$ cat src/rtl/decode_execute_reg.sv
// ID/EX pipeline register: captures decode operands/control, supports stall (hold) and
// flush (bubble), and counts inserted bubbles with a saturating counter.
module decode_execute_reg #(
  parameter int XLEN  = 32,
  parameter int RA_W  = 5,
  parameter int CNT_W = 16
) (
  input  logic             clk,
  input  logic             reset,
  input  logic             stall_e,
  input  logic             flush_e,
  input  logic [XLEN-1:0]  pc_d,
  input  logic [XLEN-1:0]  pc_plus4_d,
  input  logic [XLEN-1:0]  rd_data1_d,
  input  logic [XLEN-1:0]  rd_data2_d,
  input  logic [XLEN-1:0]  imm_ext_d,
  input  logic [RA_W-1:0]  rs1_d,
  input  logic [RA_W-1:0]  rs2_d,
  input  logic [RA_W-1:0]  rd_d,
  input  logic             reg_write_d,
  input  logic             mem_write_d,
  input  logic [1:0]       result_src_d,
  input  logic [2:0]       alu_ctrl_d,
  input  logic             alu_src_d,
  input  logic             branch_d,
  input  logic             jump_d,
  input  logic             adder_src_d,
  input  logic             valid_d,
  output logic [XLEN-1:0]  pc_e,
  output logic [XLEN-1:0]  pc_plus4_e,
  output logic [XLEN-1:0]  rd_data1_e,
  output logic [XLEN-1:0]  rd_data2_e,
  output logic [XLEN-1:0]  imm_ext_e,
  output logic [RA_W-1:0]  rs1_e,
  output logic [RA_W-1:0]  rs2_e,
  output logic [RA_W-1:0]  rd_e,
  output logic             reg_write_e,
  output logic             mem_write_e,
  output logic [1:0]       result_src_e,
  output logic [2:0]       alu_ctrl_e,
  output logic             alu_src_e,
  output logic             branch_e,
  output logic             jump_e,
  output logic             adder_src_e,
  output logic             valid_e,
  output logic [CNT_W-1:0] bubble_cnt
);

  typedef struct packed {
    logic [XLEN-1:0] pc;
    logic [XLEN-1:0] pc_plus4;
    logic [XLEN-1:0] rd_data1;
    logic [XLEN-1:0] rd_data2;
    logic [XLEN-1:0] imm_ext;
    logic [RA_W-1:0] rs1;
    logic [RA_W-1:0] rs2;
    logic [RA_W-1:0] rd;
    logic            reg_write;
    logic            mem_write;
    logic [1:0]      result_src;
    logic [2:0]      alu_ctrl;
    logic            alu_src;
    logic            branch;
    logic            jump;
    logic            adder_src;
    logic            valid;
  } ex_t;

  ex_t              ex_d, ex_q;
  logic [CNT_W-1:0] cnt_d, cnt_q;

  function automatic logic [CNT_W-1:0] sat_inc(input logic [CNT_W-1:0] v);
    if (v == {CNT_W{1'b1}}) return v;
    return v + CNT_W'(1);
  endfunction

  // Flush takes precedence over stall; the decode inputs are only sampled on a plain load,
  // so unknowns on them during a flush or stall never reach the register.
  always_comb begin
    ex_d  = ex_q;
    cnt_d = cnt_q;
    if (flush_e) begin
      ex_d  = '0;
      cnt_d = sat_inc(cnt_q);
    end else if (!stall_e) begin
      ex_d.pc         = pc_d;
      ex_d.pc_plus4   = pc_plus4_d;
      ex_d.rd_data1   = rd_data1_d;
      ex_d.rd_data2   = rd_data2_d;
      ex_d.imm_ext    = imm_ext_d;
      ex_d.rs1        = rs1_d;
      ex_d.rs2        = rs2_d;
      ex_d.rd         = rd_d;
      ex_d.reg_write  = reg_write_d;
      ex_d.mem_write  = mem_write_d;
      ex_d.result_src = result_src_d;
      ex_d.alu_ctrl   = alu_ctrl_d;
      ex_d.alu_src    = alu_src_d;
      ex_d.branch     = branch_d;
      ex_d.jump       = jump_d;
      ex_d.adder_src  = adder_src_d;
      ex_d.valid      = valid_d;
    end
  end

  always_ff @(posedge clk) begin
    if (reset) begin
      ex_q  <= '0;
      cnt_q <= '0;
    end else begin
      ex_q  <= ex_d;
      cnt_q <= cnt_d;
    end
  end

  assign pc_e         = ex_q.pc;
  assign pc_plus4_e   = ex_q.pc_plus4;
  assign rd_data1_e   = ex_q.rd_data1;
  assign rd_data2_e   = ex_q.rd_data2;
  assign imm_ext_e    = ex_q.imm_ext;
  assign rs1_e        = ex_q.rs1;
  assign rs2_e        = ex_q.rs2;
  assign rd_e         = ex_q.rd;
  assign reg_write_e  = ex_q.reg_write;
  assign mem_write_e  = ex_q.mem_write;
  assign result_src_e = ex_q.result_src;
  assign alu_ctrl_e   = ex_q.alu_ctrl;
  assign alu_src_e    = ex_q.alu_src;
  assign branch_e     = ex_q.branch;
  assign jump_e       = ex_q.jump;
  assign adder_src_e  = ex_q.adder_src;
  assign valid_e      = ex_q.valid;
  assign bubble_cnt   = cnt_q;

endmodule

$ cat config.mk
export PLATFORM = sky130hd
export DESIGN_NAME = decode_execute_reg
export DESIGN_NICKNAME = d
export VERILOG_FILES = /design/src/rtl/decode_execute_reg.sv
export SDC_FILE = /design/constraint.sdc
export NUM_CORES = 1
export LEC_CHECK = 0
export ABC_CLOCK_PERIOD_IN_PS = 4990
export CORE_AREA = 3 3 154 156
export DETAILED_ROUTE_END_ITERATION = 8
export DIE_AREA = 0 0 157 159
export GPL_ROUTABILITY_DRIVEN = 0
export PLACE_DENSITY = 0.71
export SLEW_MARGIN = 20
export SYNTH_ARGS = -nofsm -noshare
export SYNTH_HDL_FRONTEND = slang
export SYNTH_SLANG_ARGS = --single-unit
$ cat constraint.sdc
create_clock -name clk -period 4.99 [get_ports clk]
set_clock_uncertainty 0.1 [all_clocks]
set_input_delay 0.998 -clock clk [delete_from_list [all_inputs] [get_ports clk]]
set_output_delay 0.998 -clock clk [all_outputs]
set_load 0.01 [all_outputs]
* Yosys cells after proc, flatten, opt, wreduce, memory -nomap -nowiden
Cells that the tools add are included.
Operators by class: $add $sub $neg 1, eq/ne operators 2, reduce and logical (&&, ||, !) cells 2, mux-type cells 3
Operators with widths (count):
- adder 16 x 1 -> 16 bit, second input constant | 1
- == test 16 bit, second input constant | 1
- 2-to-1 mux 16 bit | 1
- 2-to-1 mux 1 bit | 2
- != test 2 bit, second input constant | 1
- AND reduction 2 bit | 1
- OR reduction 2 bit | 1
Storage, ports and cells: bits in registers 203, output and inout bits 203, logic and storage cells 26, input port bits 191

* Longest topological paths before layout
Gate-level depths: netlist (run 1).
word-level depth 5, depth in mapped cells 6, depth with buffers taken out 5

* Worst setup path before layout (run 1)
Ideal clock, no wire load.
path type in2reg, start input flush_e, end register cnt_q[13] (netlist: bubble_cnt[13]), stages 5, library setup time 121 ps, data arrival time 2039 ps, path slack 2731 ps, path buffers 1, data required time 4769 ps, cell sequence nand3_2 -> or2_0 -> clkbuf_1 -> nor4_1 -> mux2_2
On the way: longest elaborated chain between the ends 1
Ends and longest elaborated chain:
- from (decl) | RTL line 11 | input logic flush_e,
- AND reduction 2 bit (no source line)
- to (signal assigned) | RTL line 112 | cnt_q <= cnt_d;
- to (decl) | RTL line 70 | logic [CNT_W-1:0] cnt_d, cnt_q;
No other way between the ends. A chain may end at the register's enable or synchronous reset.

* Final worst setup path (run 1)
start input reset, end register ex_q, in the netlist rd_data1_e[13]
On the way: longest elaborated chain between the ends 1
Ends and longest elaborated chain:
- from (decl) | RTL line 9 | input logic reset,
- OR reduction 2 bit (no source line)
- to (signal assigned) | RTL line 108 | ex_q <= '0;
- to (signal assigned) | RTL line 111 | ex_q <= ex_d;
- to (decl) | RTL line 69 | ex_t ex_d, ex_q;
No other way between the ends.

==> metrics.md, run 1 <==
| Metric | Value |
|---|---|
| Slowest cell on the critical path | `clkdlybuf4s50_1` |
| Overflow left after global routing | `0` |
| Crit path kind | `in -> reg` |
| Buffer levels on the longest clock path | `3` |
| WHS Path Cells | `2` |
| Number of DRC markers in iteration 0 | `240` |
| Most frequent cells in the layout | `clkdlybuf4s50_1 (392), dfxtp_1 (203), nor2_1 (196), mux2i_1 (188), clkbuf_16 (23)` |
| Fill cell total of the finished layout | `2007` |
| IO Pins | `394` |
| Seq/Total Area, Yosys | `55.4%` |
| Clock root buffer | `clkbuf_16` |
| Area of the multi-input gates | `3080 um2` |
| Total of warnings raised by yosys | `0` |
| Peak per-stage delay on the critical path | `870 ps` |
| Mean Syn Cell Area | `10.5 um2` |
| Area delta synth->final | `66.4%` |
| First-pass GRT wire length | `34.6 mm` |
| Buffers & Inverters on Critical Path | `2` |
| Finished Core Util | `54.3%` |
| Standby leakage power | `4.97 nW` |
| Residual antenna-violating net count after detailed routing | `0` |
| Power, Total | `0.00373 W` |
| Number of nets in the final layout | `1271` |
| Yosys cell types | `38` |
| Effective utilization at floorplan | `32.6%` |
| Register-to-Register Setup Slack | `3010 ps` |
| Die area | `25000 um2` |
| DRC viols | `0` |
| Sort of element at the end of the critical path | `flip-flop` |
| Dpl hpwl | `17.1 mm` |
| Number of max-cap violations | `0` |
| Crit path launch type | `input pin` |
| Final Cycle Share | `57.6%` |
| Class of the tightest hold or removal check | `reg -> reg` |
| Total power density per cell area | `306 nW/um2` |
| Max Fclk | `348 MHz` |
| Via count normalized by instance count | `4.58` |
| Via count | `6301` |
| Minimum setup slack in the final design | `2110 ps` |
| Count of port buffers added during placement | `393` |
| Average routed wire per standard cell | `16.8 um` |
| Critical Path, Cell by Cell | `clkdlybuf4s50_1, or2_4, buf_4, nor2_1` |
| Commonest non-fill, non-tap cell in the layout | `clkdlybuf4s50_1` |
| RSZ-0062 raised after global routing | `no` |
| Number of cells produced by synthesis | `701` |
| Worst EP required | `5240 ps` |
| Critical path arrival | `3130 ps` |
| Routed Wire Length | `23.1 mm` |
| Worst Hold End | `imm_ext_e[12]` |
| Num Clock Sinks | `203` |
| Setup bufs post-CTS | `0` |
| Delay-heaviest family, CP | `buffers and inverters` |
| Seq. cell area | `4060 um2` |
| Rows | `55` |
| Final slew viol count | `0` |
| Pin count of the biggest net entering global routing | `95` |
| Slew margin rel. | `41.1%` |
| Reg2Reg Depth | `4` |
| Post-synth net total | `893` |
| Critical register-to-register path startpoint | `bubble_cnt[4]` |
| Actual transition at the worst max-transition pin | `883 ps` |
| Count of hold buffers inserted by post-cts repair | `0` |
| Peak supply drop | `203 uV` |
| Beginning of the worst hold path | `imm_ext_e[12]` |
| R2R Path End | `bubble_cnt[13]` |
| Number of flip-flops and latches in the synthesized netlist | `203` |
| Die height | `159 um` |
| Die width | `157 um` |
| CTS buffer count | `23` |
| Outcome | `completed` |
| Total Negative Setup Slacks | `0 ps` |
| Clock transition time at the flip-flop clock pins of the worst setup and hold paths | `50 ps` |
| Clk Latency, worst-skew pair | `500 ps` |
| Tot GR Track Use | `17.2%` |
| Number of antenna violations at the first check in global routing | `0` |
| Post-synth design cell area | `7340 um2` |
| Critical path origin | `reset` |
| Fraction of layout cells with a size suffix above 1 | `4.12%` |
| Count of final setup violators | `0` |
| Post-cts resize count | `0` |
| Peak fanout along the critical path | `60` |
| Via count of the first global-routing pass | `6148` |
| Number of diodes added for antenna fixing | `0` |
| Number of H-tree levels | `1` |
| First drt pass iteration count | `4` |
| Worst Setup Slack post-DPL | `1550 ps` |
| Floorplan core area | `22500 um2` |
| Final hold violations | `0` |
| Shortest clock period the worst path allows after layout | `2880 ps` |
| Clock tree from TritonCTS | `built` |
## registers in the layout (all words and copies together), names as in the netlist
name          flops
pc_e             32
branch_e          1
adder_src_e       1
reg_write_e       1
pc_plus4_e       32
mem_write_e       1
rd_e              5
result_src_e      2
valid_e           1
alu_ctrl_e        3
rs2_e             5
jump_e            1
bubble_cnt       16
rd_data1_e       32
rs1_e             5
imm_ext_e        32
alu_src_e         1
rd_data2_e       32
## cells by family after synthesis
logic type               count (synthesis)  synth area share (%)
AO/OA/AOI/OAI                           21                  2.08
XOR/XNOR                                 1                 0.119
adder cells (fa/ha/maj)                  1                 0.171
buffers and inverters                   48                  2.66
flip-flops                             203                  55.4
multiplexers                           189                  25.8
AND/OR/NAND/NOR                        238                  13.8
## synth_stat cells
library cell	n	share of area (%)
dfxtp_1	203	55
nor2_1	196	10
mux2i_1	188	26
clkbuf_1	30	1.5
buf_2	12	0.82
nand2_1	8	0.41
nor3_1	7	0.48
nand3_1	6	0.41
a211oi_1	5	0.51
o21ai_0	4	0.27
a21oi_1	3	0.20
buf_1	3	0.15
inv_1	3	0.15
nand4_1	3	0.26
nor4_1	3	0.26
or3_1	3	0.26
a31oi_1	2	0.17
and3_1	2	0.17
and3b_1	1	0.12
and4_1	1	0.12
ha_1	1	0.17
mux2_2	1	0.15
nand3_2	1	0.14
nand4_4	1	0.29
nor2b_1	1	0.085
nor4_4	1	0.29
nor4bb_1	1	0.14
o21a_1	1	0.10
o21bai_1	1	0.10
o311a_1	1	0.14
o311ai_0	1	0.12
o31a_1	1	0.12
o41ai_1	1	0.12
o41ai_2	1	0.22
or2_0	1	0.085
or2_2	1	0.085
or4_4	1	0.15
xor2_1	1	0.12
## tightest hold or removal path, cell delays in order, from the launching register on
cell,delay (ps)
dfxtp_1,320
mux2i_1,70
nor2_1,70
## per-layer routing
metal | vias up | routed length [um] | global-route usage, %
met3 | 41 | 2050 | 5.30
met2 | 221 | 11600 | 30.6
li1 | 3132 | - | -
met4 | 0 | 597 | 5.17
met5 | - | 0 | 0
met1 | 2907 | 8840 | 19.5
## through the flow
step	cell area [um2]	std cells	hold slack, ps
global placement	11500	1339	372
detailed placement	11500	1339	383
finish	12200	1377	390
floorplan	7340	701	433
CTS	12200	1377	397
global route	12200	1377	408
## area by class of cell
type | count | area share, %
clock inverters | 3 | 0.123
repair buffers | 398 | 32.8
well taps | 285 | 2.92
clock buffers | 35 | 5.58
flip-flops and latches | 203 | 33.3
inverters | 3 | 0.0922
multi-input cells | 450 | 25.2
## worst max path at each step
stage                          end  depth (start not counted)
finish              rd_data1_e[13]                          4
global route         rd_data1_e[4]                          4
CTS                 rd_data1_e[13]                          4
detailed placement  rd_data1_e[13]                          4
global placement     pc_plus4_e[2]                          4
floorplan           bubble_cnt[13]                          5
## report_power, final
| group | internal (W) | total [W] | leakage, nW | switching (W) |
|---|---|---|---|---|
| sequential | 0.00167 | 0.00170 | 1.65 | 0.0000277 |
| clock | 0.000929 | 0.00156 | 0.345 | 0.000633 |
| combinational | 0.000293 | 0.000471 | 2.97 | 0.000177 |
| total | 0.00290 | 0.00373 | 4.97 | 0.000839 |
(Power assumes the default switching activity.)
==> inputs of run 2 (changes only) <==
--- a/config.mk
+++ b/config.mk
@@ -5,12 +5,12 @@
 export SDC_FILE = /design/constraint.sdc
 export NUM_CORES = 1
 export LEC_CHECK = 0
-export ABC_CLOCK_PERIOD_IN_PS = 4990
+export ABC_CLOCK_PERIOD_IN_PS = 2500
 export CORE_AREA = 3 3 154 156
 export DETAILED_ROUTE_END_ITERATION = 8
 export DIE_AREA = 0 0 157 159
 export GPL_ROUTABILITY_DRIVEN = 0
-export PLACE_DENSITY = 0.71
+export PLACE_DENSITY = 0.74
 export SLEW_MARGIN = 20
 export SYNTH_ARGS = -nofsm -noshare
 export SYNTH_HDL_FRONTEND = slang
==> constraint.sdc (replaced) <==
create_clock -name clk -period 2.5 [get_ports clk]
set_clock_uncertainty 0.1 [all_clocks]
set_input_delay 0.5 -clock clk [delete_from_list [all_inputs] [get_ports clk]]
set_output_delay 0.5 -clock clk [all_outputs]
set_load 0.01 [all_outputs]
==> run 2 against run 1 <==
Compared with the run above: global-route usage increased by 0.33 points; sequential power increased by 99%; highest routed layer unchanged; flip-flop and latch count unchanged; critical path depth decreased by 3; clock power increased by 140%; design area increased by 3.4%; critical path type is now reg -> out; worst hold slack improved by 2.0 ps; critical endpoint is now bubble_cnt[8]; total power increased by 120%; die area unchanged; setup slack got worse by 1800 ps.
==> metrics.md, run 2 (synthesis results as in run 1) <==
| Metric | Value |
|---|---|
| Outcome | `completed` |
| Residual antenna-violating net count after detailed routing | `0 (unchanged)` |
| Clock root buffer | `clkbuf_16` |
| Tot GR Track Use | `17.5% (+0.33 points)` |
| Worst EP required | `1900 ps (-3340 ps)` |
| Via count normalized by instance count | `4.60 (+0.53%)` |
| Final hold violations | `0 (unchanged)` |
| Pin count of the biggest net entering global routing | `71 (-25%)` |
| Count of hold buffers inserted by post-cts repair | `0 (unchanged)` |
| First-pass GRT wire length | `35.6 mm (+2.9%)` |
| Setup bufs post-CTS | `0 (unchanged)` |
| Shortest clock period the worst path allows after layout | `2210 ps` |
| Met1 usage in global routing | `20.1% (+0.54 points)` |
| Max Fclk | `452 MHz` |
| Critical path origin | `bubble_cnt[8]` |
| Class of the tightest hold or removal check | `reg -> reg` |
| Total power density per cell area | `639 nW/um2 (+110%)` |
| Total Negative Setup Slacks | `0 ps (unchanged)` |
| Routed Wire Length | `23.2 mm (+0.35%)` |
| Clock transition time at the flip-flop clock pins of the worst setup and hold paths | `60 ps (about the same)` |
| Post-cts resize count | `0 (unchanged)` |
| Busiest grt layer | `met2` |
| First drt pass iteration count | `6 (+2)` |
| CTS buffer count | `23 (unchanged)` |
| Floorplan core area | `22500 um2 (unchanged)` |
| Actual transition at the worst max-transition pin | `578 ps (-306 ps)` |
| Peak supply drop | `402 uV (+98%)` |
| Number of H-tree levels | `1 (unchanged)` |
| Slew margin rel. | `61.5% (+20 points)` |
| Via count of the first global-routing pass | `6485 (+5.5%)` |
| Number of antenna violations at the first check in global routing | `0 (unchanged)` |
| Finished layout cell area | `12600 um2 (+3.4%)` |
| Via count | `6417 (+1.8%)` |
| Number of max-cap violations | `0 (unchanged)` |
| Buffers & Inverters on Critical Path | `1 (-1)` |
| DRC viols | `0 (unchanged)` |
| Cell Area, Placed | `11800 um2 (+2.3%)` |
| Standby leakage power | `5.17 nW (+4.0%)` |
| Effective utilization at floorplan | `32.6% (unchanged)` |
| Die width | `157 um (unchanged)` |
| Fraction of layout cells with a size suffix above 1 | `5.95% (+1.8 points)` |
| Peak per-stage delay on the critical path | `630 ps (-240 ps)` |
| Final Cycle Share | `88.6%` |
| Finished Core Util | `56.1% (+1.8 points)` |
| Count of port buffers added during placement | `393 (unchanged)` |
| RSZ-0062 raised after global routing | `no` |
| Crit path kind | `reg -> out` |
| Commonest non-fill, non-tap cell in the layout | `clkdlybuf4s50_1` |
| Clk Latency, worst-skew pair | `490 ps (about the same)` |
| Peak fanout along the critical path | `7 (-88%)` |
| Slowest cell on the critical path | `clkdlybuf4s50_1` |
| Die area | `25000 um2 (unchanged)` |
| Most frequent cells in the layout | `clkdlybuf4s50_1 (392), dfxtp_1 (203), nor2_1 (196), mux2i_1 (188), clkbuf_16 (23)` |
| Rows | `55 (unchanged)` |
| Beginning of the worst hold path | `rd_data2_e[13]` |
| Num Clock Sinks | `203 (unchanged)` |
| Average routed wire per standard cell | `16.6 um (-0.94%)` |
| Fill cell total of the finished layout | `1938 (-3.4%)` |
| Final slew viol count | `0 (unchanged)` |
| Number of nets in the final layout | `1286 (+1.2%)` |
| Buffer levels on the longest clock path | `3 (unchanged)` |
| Number of diodes added for antenna fixing | `0 (unchanged)` |
| Critical path arrival | `1610 ps (-1520 ps)` |
| Dpl hpwl | `17.3 mm (+1.3%)` |
| Delay-heaviest family, CP | `buffers and inverters` |
| Clock tree from TritonCTS | `built` |
| Overflow left after global routing | `0 (unchanged)` |
| Critical Path, Cell by Cell | `clkdlybuf4s50_1` |
| Die height | `159 um (unchanged)` |
| IO Pins | `394 (unchanged)` |
| Sort of element at the end of the critical path | `output port` |
| Met3 Use GR | `5.14% (-0.16 points)` |
| Number of DRC markers in iteration 0 | `285 (+19%)` |
| Met2 layer usage reported by global route | `31.6% (+1.0 points)` |
| Critical register-to-register path startpoint | `bubble_cnt[0]` |
| Crit path launch type | `flip-flop` |
| Count of final setup violators | `0 (unchanged)` |
| Area delta synth->final | `72.0%` |
-- run 2: metrics by stage --
stage | hold slack (ps) | power, W | cells | setup WS (ps)
6_report | 392 | 0.00806 | 1395 | 286
3_5_place_dp | 385 | 0.00446 | 1354 | 196
2_1_floorplan | 433 | 0.00383 | 701 | 708
4_1_cts | 399 | 0.00818 | 1395 | 255
3_3_place_gp | 373 | 0.00444 | 1354 | 230
5_1_grt | 416 | 0.00839 | 1395 | 195
-- run 2: worst paths after layout --
check	to	slack, ps	cells past startpoint
min reg2reg	rd_data2_e[13]	390	2
max reg2reg	bubble_cnt[14]	580	4
max	bubble_cnt[8]	290	1
min	rd_data2_e[13]	390	2
-- run 2: per-layer routing --
layer	wire [um]	share of wire, %
met5	0	0
met4	481	2.1
met3	1960	8.4
met2	11600	50
met1	9180	40
-- run 2: where the power goes --
group	switching, W	internal (W)	total [W]
Clock	0.00130	0.00238	0.00368
Sequential	0.0000565	0.00334	0.00339
Combinational	0.000364	0.000622	0.000986
-- run 2: area by class of cell --
class / count / area, um2 / share of cell area, %
clock inverter: 9 / 176 / 1.40
multi-input combinational: 450 / 3080 / 24.4
tap: 285 / 357 / 2.83
sequential: 203 / 4060 / 32.2
inverter: 3 / 11.3 / 0.0892
clock buffer: 32 / 669 / 5.30
timing repair buffer: 413 / 4260 / 33.8
-- run 2: worst min-delay path: cells and delay by family (launching register included) --
family | cells | cell delay (ps)
and+or+nand+nor | 1 | 70
DFF | 1 | 320
muxes | 1 | 60
